`config.mk`:
```
export PLATFORM = sky130hd
export DESIGN_NAME = emulib_rammodel_encoder_r_wide
export DESIGN_NICKNAME = d
export VERILOG_FILES = /design/src/rtl/emulib_rammodel_encoder_r_wide.sv
export SDC_FILE = /design/constraint.sdc
export NUM_CORES = 1
export LEC_CHECK = 0
export CAP_MARGIN = 20
export CORE_MARGIN = 8
export CORE_UTILIZATION = 30
export DETAILED_ROUTE_END_ITERATION = 16
export HOLD_SLACK_MARGIN = 0.08
export SLEW_MARGIN = 20
export SYNTH_ARGS = -nofsm -noshare
export SYNTH_HDL_FRONTEND = slang
export SYNTH_SLANG_ARGS = --single-unit
```
`constraint.sdc`:
```
create_clock -name clk -period 13.26 [get_ports clk]
set_clock_uncertainty 0.1 [all_clocks]
set_input_delay 2.652 -clock clk [delete_from_list [all_inputs] [get_ports clk]]
set_output_delay 2.652 -clock clk [all_outputs]
set_load 0.1 [all_outputs]
```
`src/rtl/emulib_rammodel_encoder_r_wide.sv`:
```
// AXI R-channel beat encoder: buffers R beats and serialises each one as a header word followed by NW data words.
// Optional trailing XOR checksum word when EMULIB_RAMMODEL_ENCODER_CHECKSUM_EN is defined.
module emulib_rammodel_encoder_r_wide #(
   parameter int ADDR_WIDTH = 32,
   parameter int DATA_WIDTH = 128,
   parameter int ID_WIDTH   = 4,
   parameter int FIFO_DEPTH = 4
) (
   input  logic                  clk,
   input  logic                  rst,
   input  logic                  axi_rvalid,
   output logic                  axi_rready,
   input  logic [DATA_WIDTH-1:0] axi_rdata,
   input  logic [1:0]            axi_rresp,
   input  logic [ID_WIDTH-1:0]   axi_rid,
   input  logic                  axi_rlast,
   output logic                  data_valid,
   input  logic                  data_ready,
   output logic [31:0]           data,
   output logic                  idle
);
   localparam int NW = DATA_WIDTH / 32;
   localparam int IW = (NW > 1) ? $clog2(NW) : 1;
   localparam int PW = $clog2(FIFO_DEPTH);
   localparam int EW = ID_WIDTH + 3 + DATA_WIDTH;

`ifdef EMULIB_RAMMODEL_ENCODER_CHECKSUM_EN
   typedef enum logic [1:0] {IDLE = 2'd0, HEAD = 2'd1, DATA = 2'd2, CSUM = 2'd3} state_t;
`else
   typedef enum logic [1:0] {IDLE = 2'd0, HEAD = 2'd1, DATA = 2'd2} state_t;
`endif

   state_t                state, state_nx;
   logic [EW-1:0]         mem [FIFO_DEPTH];
   logic [PW-1:0]         wr_ptr, rd_ptr;
   logic [PW:0]           count;
   logic [DATA_WIDTH-1:0] cur_data;
   logic [IW-1:0]         idx, idx_nx, word_sel;
   logic                  push, pop, fire, load_hdr, load_word;
   logic                  fifo_empty, fifo_full;
   logic [EW-1:0]         head;
   logic [31:0]           hdr_word, sel_word;
`ifdef EMULIB_RAMMODEL_ENCODER_CHECKSUM_EN
   logic [31:0]           csum;
   logic                  load_csum;
`endif

   assign fifo_empty = (count == '0);
   assign fifo_full  = (count == (PW+1)'(FIFO_DEPTH));
   assign axi_rready = !fifo_full;
   assign push       = axi_rvalid && axi_rready;
   assign data_valid = (state != IDLE);
   assign fire       = data_valid && data_ready;
   assign idle       = (state == IDLE) && fifo_empty;
   assign head       = mem[rd_ptr];
   assign hdr_word   = {16'(head[EW-1 -: ID_WIDTH]), 13'd0,
                        head[DATA_WIDTH+2 -: 2], head[DATA_WIDTH]};
   assign sel_word   = cur_data[word_sel*32 +: 32];

   // Beat storage; contents need no reset because count gates every read.
   always_ff @(posedge clk) begin
      if (push) begin
         mem[wr_ptr] <= {axi_rid, axi_rresp, axi_rlast, axi_rdata};
      end
   end

   // Next-state and serialiser control.
   always_comb begin
      state_nx  = state;
      pop       = 1'b0;
      load_hdr  = 1'b0;
      load_word = 1'b0;
      idx_nx    = idx;
      word_sel  = idx;
`ifdef EMULIB_RAMMODEL_ENCODER_CHECKSUM_EN
      load_csum = 1'b0;
`endif
      case (state)
         IDLE: begin
            if (!fifo_empty) begin
               pop      = 1'b1;
               load_hdr = 1'b1;
               state_nx = HEAD;
            end else begin
               state_nx = IDLE;
            end
         end
         HEAD: begin
            if (fire) begin
               load_word = 1'b1;
               word_sel  = '0;
               idx_nx    = '0;
               state_nx  = DATA;
            end else begin
               state_nx  = HEAD;
            end
         end
         DATA: begin
            if (fire && (idx == IW'(NW-1))) begin
`ifdef EMULIB_RAMMODEL_ENCODER_CHECKSUM_EN
               load_csum = 1'b1;
               state_nx  = CSUM;
`else
               // Chain straight into the next header so consecutive beats leave no bubble.
               pop       = !fifo_empty;
               load_hdr  = !fifo_empty;
               state_nx  = fifo_empty ? IDLE : HEAD;
`endif
            end else if (fire) begin
               load_word = 1'b1;
               word_sel  = idx + 1'b1;
               idx_nx    = idx + 1'b1;
            end else begin
               state_nx  = DATA;
            end
         end
`ifdef EMULIB_RAMMODEL_ENCODER_CHECKSUM_EN
         CSUM: begin
            if (fire) begin
               pop      = !fifo_empty;
               load_hdr = !fifo_empty;
               state_nx = fifo_empty ? IDLE : HEAD;
            end else begin
               state_nx = CSUM;
            end
         end
`endif
         default: state_nx = IDLE;
      endcase
   end

   // State, FIFO pointers and output word register.
   always_ff @(posedge clk or posedge rst) begin
      if (rst) begin
         state    <= IDLE;
         wr_ptr   <= '0;
         rd_ptr   <= '0;
         count    <= '0;
         idx      <= '0;
         data     <= 32'd0;
         cur_data <= '0;
`ifdef EMULIB_RAMMODEL_ENCODER_CHECKSUM_EN
         csum     <= 32'd0;
`endif
      end else begin
         state <= state_nx;
         idx   <= idx_nx;
         if (push) wr_ptr <= wr_ptr + 1'b1;
         if (pop) begin
            rd_ptr   <= rd_ptr + 1'b1;
            cur_data <= head[DATA_WIDTH-1:0];
         end
         case ({push, pop})
            2'b10:   count <= count + 1'b1;
            2'b01:   count <= count - 1'b1;
            default: count <= count;
         endcase
         if (load_hdr) begin
            data <= hdr_word;
`ifdef EMULIB_RAMMODEL_ENCODER_CHECKSUM_EN
            csum <= hdr_word;
`endif
         end else if (load_word) begin
            data <= sel_word;
`ifdef EMULIB_RAMMODEL_ENCODER_CHECKSUM_EN
            csum <= csum ^ sel_word;
`endif
         end
`ifdef EMULIB_RAMMODEL_ENCODER_CHECKSUM_EN
         else if (load_csum) begin
            data <= csum;
         end
`endif
      end
   end
endmodule
```
==> summary.txt, run 1 <==
Run status
  – Status: finished, final reports clean

Clock tree
  – # hold bufs at CTS: 0
  – Worst-Skew Late Latency: 0.62 ns
  – TritonCTS clock tree: yes
  – CTS clk-pin slew, worst paths: approximately 0.060 ns
  – Clock H-tree levels: 3
  – Clk buf depth: 3
  – Post_cts resized: 0
  – Clk root buf: clkbuf_16
  – Num CTS Buffers: 70
  – Setup bufs post-CTS: 0
  – Sinks on Clock Net: a little over 700

Timing
  – Tmin final: between 5 and 6 ns
  – Final hold vios: 0
  – Setup_tns: 0 ns
  – Worst Max-Slew Pin Slew: 1.15 ns
  – Final setup violation count: 0
  – Fmax: ~0.17 GHz
  – RSZ-0062 raised after global routing: false
  – Final WS setup: around 7.4 ns
  – Tcrit/Tclk final: 44.1%
  – Max_slew headroom: about a quarter
  – Max-slew violations: 0

Power
  – Power density over the cells: around 240 nW/um^2
  – P_leak: around 12 nW
  – Tot Pwr: 7.79 mW
  – Max VDD drop: 0.148 mV

Drt
  – Routed wl met2: approximately 33 mm
  – Post-DRT Antenna Nets: 0
  – Via count: between 10000 and 15000
  – Initial DRT Pass Iterations: 5
  – # DRC: 0
  – WL/cell: 22.5 um
  – DR iter-0 viols: approximately 1100
  – Top sig layer: met5
  – Wire length on met3: around 5.2 mm
  – Total routed wirelength: around 66 mm
  – Wire length on met1: about 27 mm
  – Via density per instance: roughly 4.7

Placement
  – Placement Cell Area: between 30000 and 40000 sq um
  – Post-Place Worst Slack: roughly 6.7 ns
  – I/O Buffers: 173
  – DP HPWL: 44.3 mm
  – GPL Wtd Cong: between 0.8 and 0.9

Worst setup path
  – Worst r2r src: state[1]
  – Setup CP Type: in -> reg
  – Critical path arrival: between 6 and 7 ns
  – CP startpoint kind: input port
  – Worst reg2reg path depth: 9
  – FF-to-FF End: data[27]
  – Worst setup EP type: flop
  – CP Max Fanout: 92
  – Worst reg2reg setup slack: approximately 9.1 ns
  – Worst endpoint required time: 13.60 ns

Die
  – # IOs: approximately 170
  – Starting density of the core: a little under a third
  – Number of cell rows: 110
  – Core area: ~90000 sq um
  – Die width: ~320 um
  – Full die area: around 100000 sq um
  – Die H: between 300 and 400 um

Logic synthesis
  – Synthesized flop and latch total: just over 700
  – Asr flop ratio synth: ~24%
  – Post-synth top flop: edfxtp_1
  – Syn Inst Count: about 1500
  – Post-synth cell types: 35
  – Sequential share of the synthesized area: between 70 and 80%
  – Yosys warnings: 0
  – Post-Syn Nets: around 1700
  – Mapped cell area: around 27000 sq um
  – EDFF count, synth: 540
  – Post-synthesis average cell area: approximately 18 sq um

Cells and area
  – Seq. cell area: about 20000 sq um
  – Final #Nets: about 1900
  – Area growth from synthesis to layout: 19.4%
  – Final Cell Area: 32400 sq um
  – Most frequent cells in the layout: edfxtp_1 (540), nand2_1 (416), clkdlybuf4s50_1 (171)
  – Area of the multi-input gates: 6260 sq um
  – Share of cells above drive strength 1: about 17%
  – FILL cells: between 8000 and 9000
  – Most common cell after layout, fill and taps aside: edfxtp_1

Hold path
  – HP Class: reg -> reg
  – Min-Delay Endpoint: cur_data[49]
  – Hold Crit Depth: 2
  – Hold path startpoint: cur_data[49]

Global route
  – All-Layer GR Usage: 13.1%
  – First-pass GRT wire length: ~97 mm
  – Initial antenna violation count: 19
  – Grt ovf: 0
  – Largest net degree at the start of global routing: slightly below 100
  – Vias in the first global route: approximately 14000

Job
  – Max Cap Violations: 0
logic make-up after synthesis:
logic type | after synthesis | synth area share, %
muxes | 200 | 13.6
adders and majority gates | 12 | 0.580
buffers and inverters | 93 | 1.69
xor gates and xnor gates | 6 | 0.193
DFF | 711 | 75.4
AOI/OAI and AO/OA | 51 | 2.12
and+or+nand+nor | 445 | 6.39
power breakdown:
group	internal, mW	leakage (nW)	switching, mW
clock network	1.12	1.09	0.807
registers	3.03	7.08	0.300
logic	0.885	3.78	1.64
total	5.04	12.0	2.75
cell type report:
class | instances | share of cell area [%]
flip-flops and latches | 711 | 63.2
diodes | 9 | 0.0694
inverters | 16 | 0.208
repair buffers | 191 | 5.77
clock buffers | 103 | 6.26
clock inverters | 22 | 0.660
well taps | 1176 | 4.54
multi-input cells | 714 | 19.3
worst max-delay path by stage:
stage / start / to / slack (ns)
final: data_ready / data[27] / 7.41
after global routing: data_ready / data[27] / 7.14
after CTS: data_ready / data[27] / 7.37
after detailed placement: data_ready / data[27] / 6.70
after global placement: data_ready / data[31] / 6.76
after floorplan: rst / count[0] / 5.88
state kept, by name, indices dropped and copies added, names as in the netlist:
name	cells
count	3
cur_data	128
data	32
idx	2
mem	540
rd_ptr	2
state	2
wr_ptr	2
synth_stat cells (9+ instances only):
cell type | number | share of area (%)
mux2i_1 | 65 | 2.4
buf_6 | 9 | 0.37
nand2_1 | 417 | 5.8
ha_1 | 11 | 0.51
o221ai_2 | 30 | 1.7
buf_2 | 34 | 0.63
and3_1 | 11 | 0.25
a21oi_1 | 9 | 0.17
inv_1 | 15 | 0.21
clkbuf_1 | 31 | 0.43
edfxtp_1 | 540 | 60
dfrtp_1 | 171 | 16
mux4_2 | 135 | 11
per-layer routing:
metal	vias up	GRT usage, %
met2	306	22.0
met4	16	3.72
met3	81	4.28
li1	6116	-
met1	7198	16.2
met5	-	0
critical path: stages:
cell and delay [ns]:
clkdlybuf4s50_1 0.51, nand3_1 0.13, a21o_4 0.40, inv_4 0.43, buf_4 0.76, nor2_1 0.14
nand2_2 0.82, o221ai_1 0.28
per-stage QoR:
| stage | hold WS [ns] | utilization [%] | std cells |
|---|---|---|---|
| 3_3_place_gp | 0.365 | 33.6 | 2807 |
| 2_1_floorplan | 0.345 | - | 1518 |
| 5_1_grt | 0.392 | 36.1 | 2933 |
| 6_report | 0.375 | 36.1 | 2942 |
| 4_1_cts | 0.377 | 36.1 | 2933 |
| 3_5_place_dp | 0.361 | 33.6 | 2808 |
Note: power is estimated with default switching activity, not from simulation.
==> run 2: changes to the inputs <==
clock period = 5.6 ns   (was 13.26 ns; I/O delays follow)
==> summary.txt, run 2 (synthesis gave the netlist of run 1 again) <==
Cells and area
  – Final #Nets: between 1500 and 2000
  – Most common cell after layout, fill and taps aside: edfxtp_1
  – Top Registers: mem: 540 flops, cur_data: 128 flops, data: 32 flops
  – Most frequent cells in the layout: edfxtp_1 (540), nand2_1 (416), clkdlybuf4s50_1 (170)
  – Share of cells above drive strength 1: ~17%
  – Max reg flops: 540
  – Biggest register: mem
  – Area growth from synthesis to layout: 19.7%

Power
  – Max VDD drop: about 0.29 mV
  – P_leak: around 12 nW
  – Power density over the cells: 565 nW/um^2
  – Tot Pwr: about 18 mW

Timing
  – Tcrit/Tclk final: just over 70%
  – RSZ-0062 raised after global routing: false
  – Final hold vios: 0
  – Fmax: around 0.25 GHz
  – Max_slew headroom: about 23%
  – Setup_tns: 0 ns
  – Max-slew violations: 0
  – Worst Max-Slew Pin Slew: around 1.1 ns
  – Tmin final: 4.02 ns
  – Final setup violation count: 0

Global route
  – Initial antenna violation count: 28
  – First-pass GRT wire length: a little under 100 mm
  – Vias in the first global route: 14600
  – Largest net degree at the start of global routing: 84
  – Grt ovf: 0
  – All-Layer GR Usage: between 10% and 20%

Die
  – Core area: 89900 sq um
  – Full die area: approximately 100000 sq um
  – Die H: 317 um
  – # IOs: 174
  – Die width: about 320 um
  – Number of cell rows: between 100 and 150
  – Starting density of the core: a little under a third

Clock tree
  – Post_cts resized: 0
  – Clk buf depth: 3
  – Clock H-tree levels: 3
  – # hold bufs at CTS: 0
  – TritonCTS clock tree: yes
  – Sinks on Clock Net: 711
  – Setup bufs post-CTS: 0
  – Clk root buf: clkbuf_16
  – Num CTS Buffers: roughly 70
  – Worst-Skew Late Latency: roughly 0.6 ns
  – CTS clk-pin slew, worst paths: approximately 0.06 ns

Worst setup path
  – CP startpoint kind: flop
  – Slowest stage cell on the critical path: clkdlybuf4s50_1
  – Crit path cell chain: nor3_1, and2_1, clkdlybuf4s50_1
  – Worst endpoint required time: 4.38 ns
  – Critical path arrival: 2.80 ns
  – Top Family by Delay on Critical Path: buffers and inverters
  – CP Max Fanout: 3
  – CP bufs+invs: 1
  – Setup CP Type: reg -> out
  – Worst setup EP type: output port
  – Slowest cell delay on critical path: around 1.2 ns
  – Setup crit start: count[1]
  – Worst r2r src: state[0]

Drt
  – DR iter-0 viols: slightly above 900
  – # DRC: 0
  – Via count: ~14000
  – WL/cell: between 20 and 25 um
  – Total routed wirelength: 67.9 mm
  – Initial DRT Pass Iterations: 5
  – Via density per instance: between 4 and 5
  – Post-DRT Antenna Nets: 0

Run status
  – Status: finished, final reports clean

Placement
  – DP HPWL: about 45 mm
  – I/O Buffers: between 150 and 200
  – GPL Wtd Cong: between 0.8 and 0.9

Job
  – Max Cap Violations: 0

Hold path
  – HP Class: reg -> reg
  – Hold path startpoint: cur_data[49]
==> run 2: final timing paths <==
check / to / slack (ns) / cells after the start
worst min-delay path: cur_data[49] / 0.37 / 2
worst max register to register: data[31] / 2.26 / 7
worst min register to register: cur_data[49] / 0.37 / 2
min in group asynchronous: cur_data[79] / 0.99 / 2
max in group asynchronous: rd_ptr[1] / 3.44 / 3
worst max-delay path: idle / 1.58 / 3
==> run 2: report_power, final <==
group          switching, mW  internal (mW)
combinational           3.66           2.11
sequential             0.868           7.16
clock                   1.95           2.64
==> run 2: metrics by stage <==
step                      hold slack (ns)  area, sq um  utilization (%)  setup slack (ns)  cells
after detailed placement            0.362        30300             33.7              1.41   2810
after global placement              0.358        30300             33.7              1.52   2810
final                               0.373        32500             36.2              1.58   2945
after floorplan                     0.345        27200                -             0.447   1518
after CTS                           0.378        32500             36.2              1.55   2937
after global routing                0.399        32500             36.2              1.50   2937
==> run 2: worst reg2reg max path, delay by kind of cell, from the launching register on <==
| family | cells | cell delay (ns) |
|---|---|---|
| buffers and inverters | 3 | 0.57 |
| AO/OA/AOI/OAI | 2 | 0.89 |
| AND/OR/NAND/NOR | 1 | 1.00 |
| flip-flops | 1 | 0.39 |
| adder cells (fa/ha/maj) | 1 | 0.29 |
==> run 2: routing by layer <==
layer	vias up	track usage (%)	share of wire, %	wire, um
met1	7120	16.1	39	26600
li1	6115	-	-	-
met3	93	4.94	8.7	5890
met2	314	22.4	50	33800
met4	30	4.07	2.1	1440
met5	-	0	0.30	204
==> run 2: final cells by class <==
| class | count | area [sq um] |
|---|---|---|
| clock buffer | 89 | 1890 |
| sequential | 711 | 20500 |
| fill | 8217 | 57300 |
| inverter | 16 | 66.3 |
| timing repair buffer | 193 | 1980 |
| antenna | 8 | 20.0 |
| tap | 1176 | 1470 |
| clock inverter | 38 | 338 |
| multi-input combinational | 714 | 6260 |
==> run 3: changes to the inputs <==
clock period = 3.5 ns   (was 5.6 ns; I/O delays follow)
==> summary.txt, run 3 (synthesis gave the netlist of run 1 again) <==
Run status
  – Status: finished, final reports clean

Global route
  – First-pass GRT wire length: 101 mm
  – All-Layer GR Usage: a little over an eighth
  – Largest net degree at the start of global routing: ~120
  – Vias in the first global route: about 15000
  – Grt ovf: 0
  – Initial antenna violation count: 21

Timing
  – Worst Max-Slew Pin Slew: around 1.1 ns
  – Final WS setup: between 0.5 and 0.6 ns
  – Final Hold Slack: just over 0.3 ns
  – Final hold vios: 0
  – Max-slew violations: 0
  – Max_slew headroom: a little over a quarter
  – RSZ-0062 raised after global routing: false
  – Fmax: between 0.3 and 0.4 GHz
  – Final setup violation count: 0
  – Tmin final: a little under 3 ns
  – Tcrit/Tclk final: 83.4%

Worst setup path
  – FF-to-FF End: data[7]
  – Slowest cell delay on critical path: around 0.47 ns
  – CP Max Fanout: between 60 and 70
  – Critical path arrival: about 3.3 ns
  – CP bufs+invs: 3
  – Setup crit start: state[0]
  – Top Family by Delay on Critical Path: compound AO/OA/AOI/OAI gates
  – Worst endpoint required time: between 3 and 4 ns
  – CP startpoint kind: flop
  – Worst reg2reg setup slack: around 0.58 ns
  – Worst r2r src: state[0]
  – Setup CP Type: reg -> reg
  – Worst reg2reg path depth: 10
  – Worst setup EP type: flop
  – Crit path cell chain: inv_1, ha_1, nor2b_2, inv_1, ha_1, o31ai_1, a21oi_4, buf_12, mux2i_1, o221ai_2
  – Slowest stage cell on the critical path: o31ai_1

Cells and area
  – Area growth from synthesis to layout: 20.6%
  – Max reg flops: between 500 and 600
  – FILL cells: between 8000 and 9000
  – Share of cells above drive strength 1: around a fifth
  – Finished Layout Cells: slightly below 3000
  – Final #Nets: between 1500 and 2000
  – Top Registers: mem: 540 flops, cur_data: 128 flops, data: 32 flops
  – Util after Layout: 36.5%
  – Most common cell after layout, fill and taps aside: edfxtp_1
  – Biggest register: mem
  – Most frequent cells in the layout: edfxtp_1 (540), nand2_1 (416), dfrtp_1 (169)

Placement
  – DP HPWL: 47.0 mm
  – Placed Cells: approximately 2800
  – I/O Buffers: 173
  – GPL Wtd Cong: 0.815
  – Post-Place Worst Slack: roughly 0.19 ns

Clock tree
  – # hold bufs at CTS: 0
  – Clock H-tree levels: 3
  – Worst-Skew Late Latency: 0.60 ns
  – TritonCTS clock tree: yes
  – Clk buf depth: 3
  – CTS clk-pin slew, worst paths: approximately 0.060 ns
  – Num CTS Buffers: a little under 70
  – Post_cts resized: 0
  – Setup bufs post-CTS: 0
  – Clk root buf: clkbuf_16
  – Sinks on Clock Net: 711

Die
  – Number of cell rows: 110
  – # IOs: ~170
  – Starting density of the core: a little under a third
  – Full die area: around 100000 sq um
  – Die width: around 320 um
  – Die H: 317 um
  – Core area: approximately 90000 sq um

Drt
  – Total routed wirelength: 69.3 mm
  – Initial DRT Pass Iterations: 5
  – Wire length on met1: about 27 mm
  – Via count: 13900
  – Top sig layer: met5
  – Routed wl met2: about 35 mm
  – # DRC: 0
  – Wire length on met3: ~5.6 mm
  – DR iter-0 viols: around 1000
  – Via density per instance: around 4.7
  – WL/cell: 23.4 um
  – Post-DRT Antenna Nets: 0

Job
  – Max Cap Violations: 0

Power
  – Power density over the cells: between 900 and 1000 nW/um^2
  – Tot Pwr: between 20 and 30 mW
  – Max VDD drop: 0.730 mV
  – P_leak: roughly 12 nW

Hold path
  – HP Class: in -> async
-- run 3: changes by cell type in the layout (fill, tap and decap cells not counted), moves of 2 or more --
cell,previous run,this run
diode_2,8,10
buf_2,2,0
clkbuf_1,13,19
buf_12,9,22
buf_4,11,51
clkinv_1,10,4
clkbuf_8,5,11
clkinv_2,12,10
inv_6,6,1
clkdlybuf4s50_1,170,138
clkinvlp_4,4,1
-- run 3: worst register-to-register path: cells and delay by family, from the launching register on --
| family | cells | cell delay [ns] |
|---|---|---|
| compound gates | 3 | 0.65 |
| fa+ha+maj | 2 | 0.59 |
| buf+inv | 3 | 0.41 |
| flops | 1 | 0.41 |
| mux | 1 | 0.39 |
| simple gates | 1 | 0.22 |
-- run 3: metal layers --
layer | track usage (%) | vias up
li1 | - | 6148
met1 | 16.4 | 7269
met2 | 23.2 | 338
met3 | 4.71 | 117
met4 | 4.44 | 18
met5 | 0 | -
-- run 3: worst max path at each step --
stage | depth (start not counted) | endpoint
after floorplan | 3 | mem[0][0]
after global placement | 9 | data[6]
after detailed placement | 9 | data[5]
after CTS | 10 | data[17]
after global routing | 10 | data[7]
final | 10 | data[7]
-- run 3: per-stage QoR --
| step | setup TNS, ns | cell area, sq um |
|---|---|---|
| global route | 0 | 32700 |
| detailed placement | 0 | 30500 |
| global placement | 0 | 30500 |
| finish | 0 | 32800 |
| floorplan | -73.79 | 27200 |
| CTS | 0 | 32700 |
-- run 3: layout make-up --
class | instances | area, sq um | share of cell area (%)
Timing Repair Buffer | 211 | 2200 | 6.73
Tap cell | 1176 | 1470 | 4.49
Clock inverter | 21 | 211 | 0.645
Clock buffer | 102 | 2020 | 6.18
Multi-Input combinational cell | 714 | 6260 | 19.1
Sequential cell | 711 | 20500 | 62.6
Inverter | 16 | 66.3 | 0.202
Antenna cell | 10 | 25.0 | 0.0764
-- run 3: power by group --
group / internal (mW) / switching [mW] / leakage [nW]
Clock: 4.30 / 3.05 / 1.10
Sequential: 11.5 / 1.41 / 7.08
Combinational: 3.57 / 6.00 / 4.02
Total: 19.3 / 10.5 / 12.2
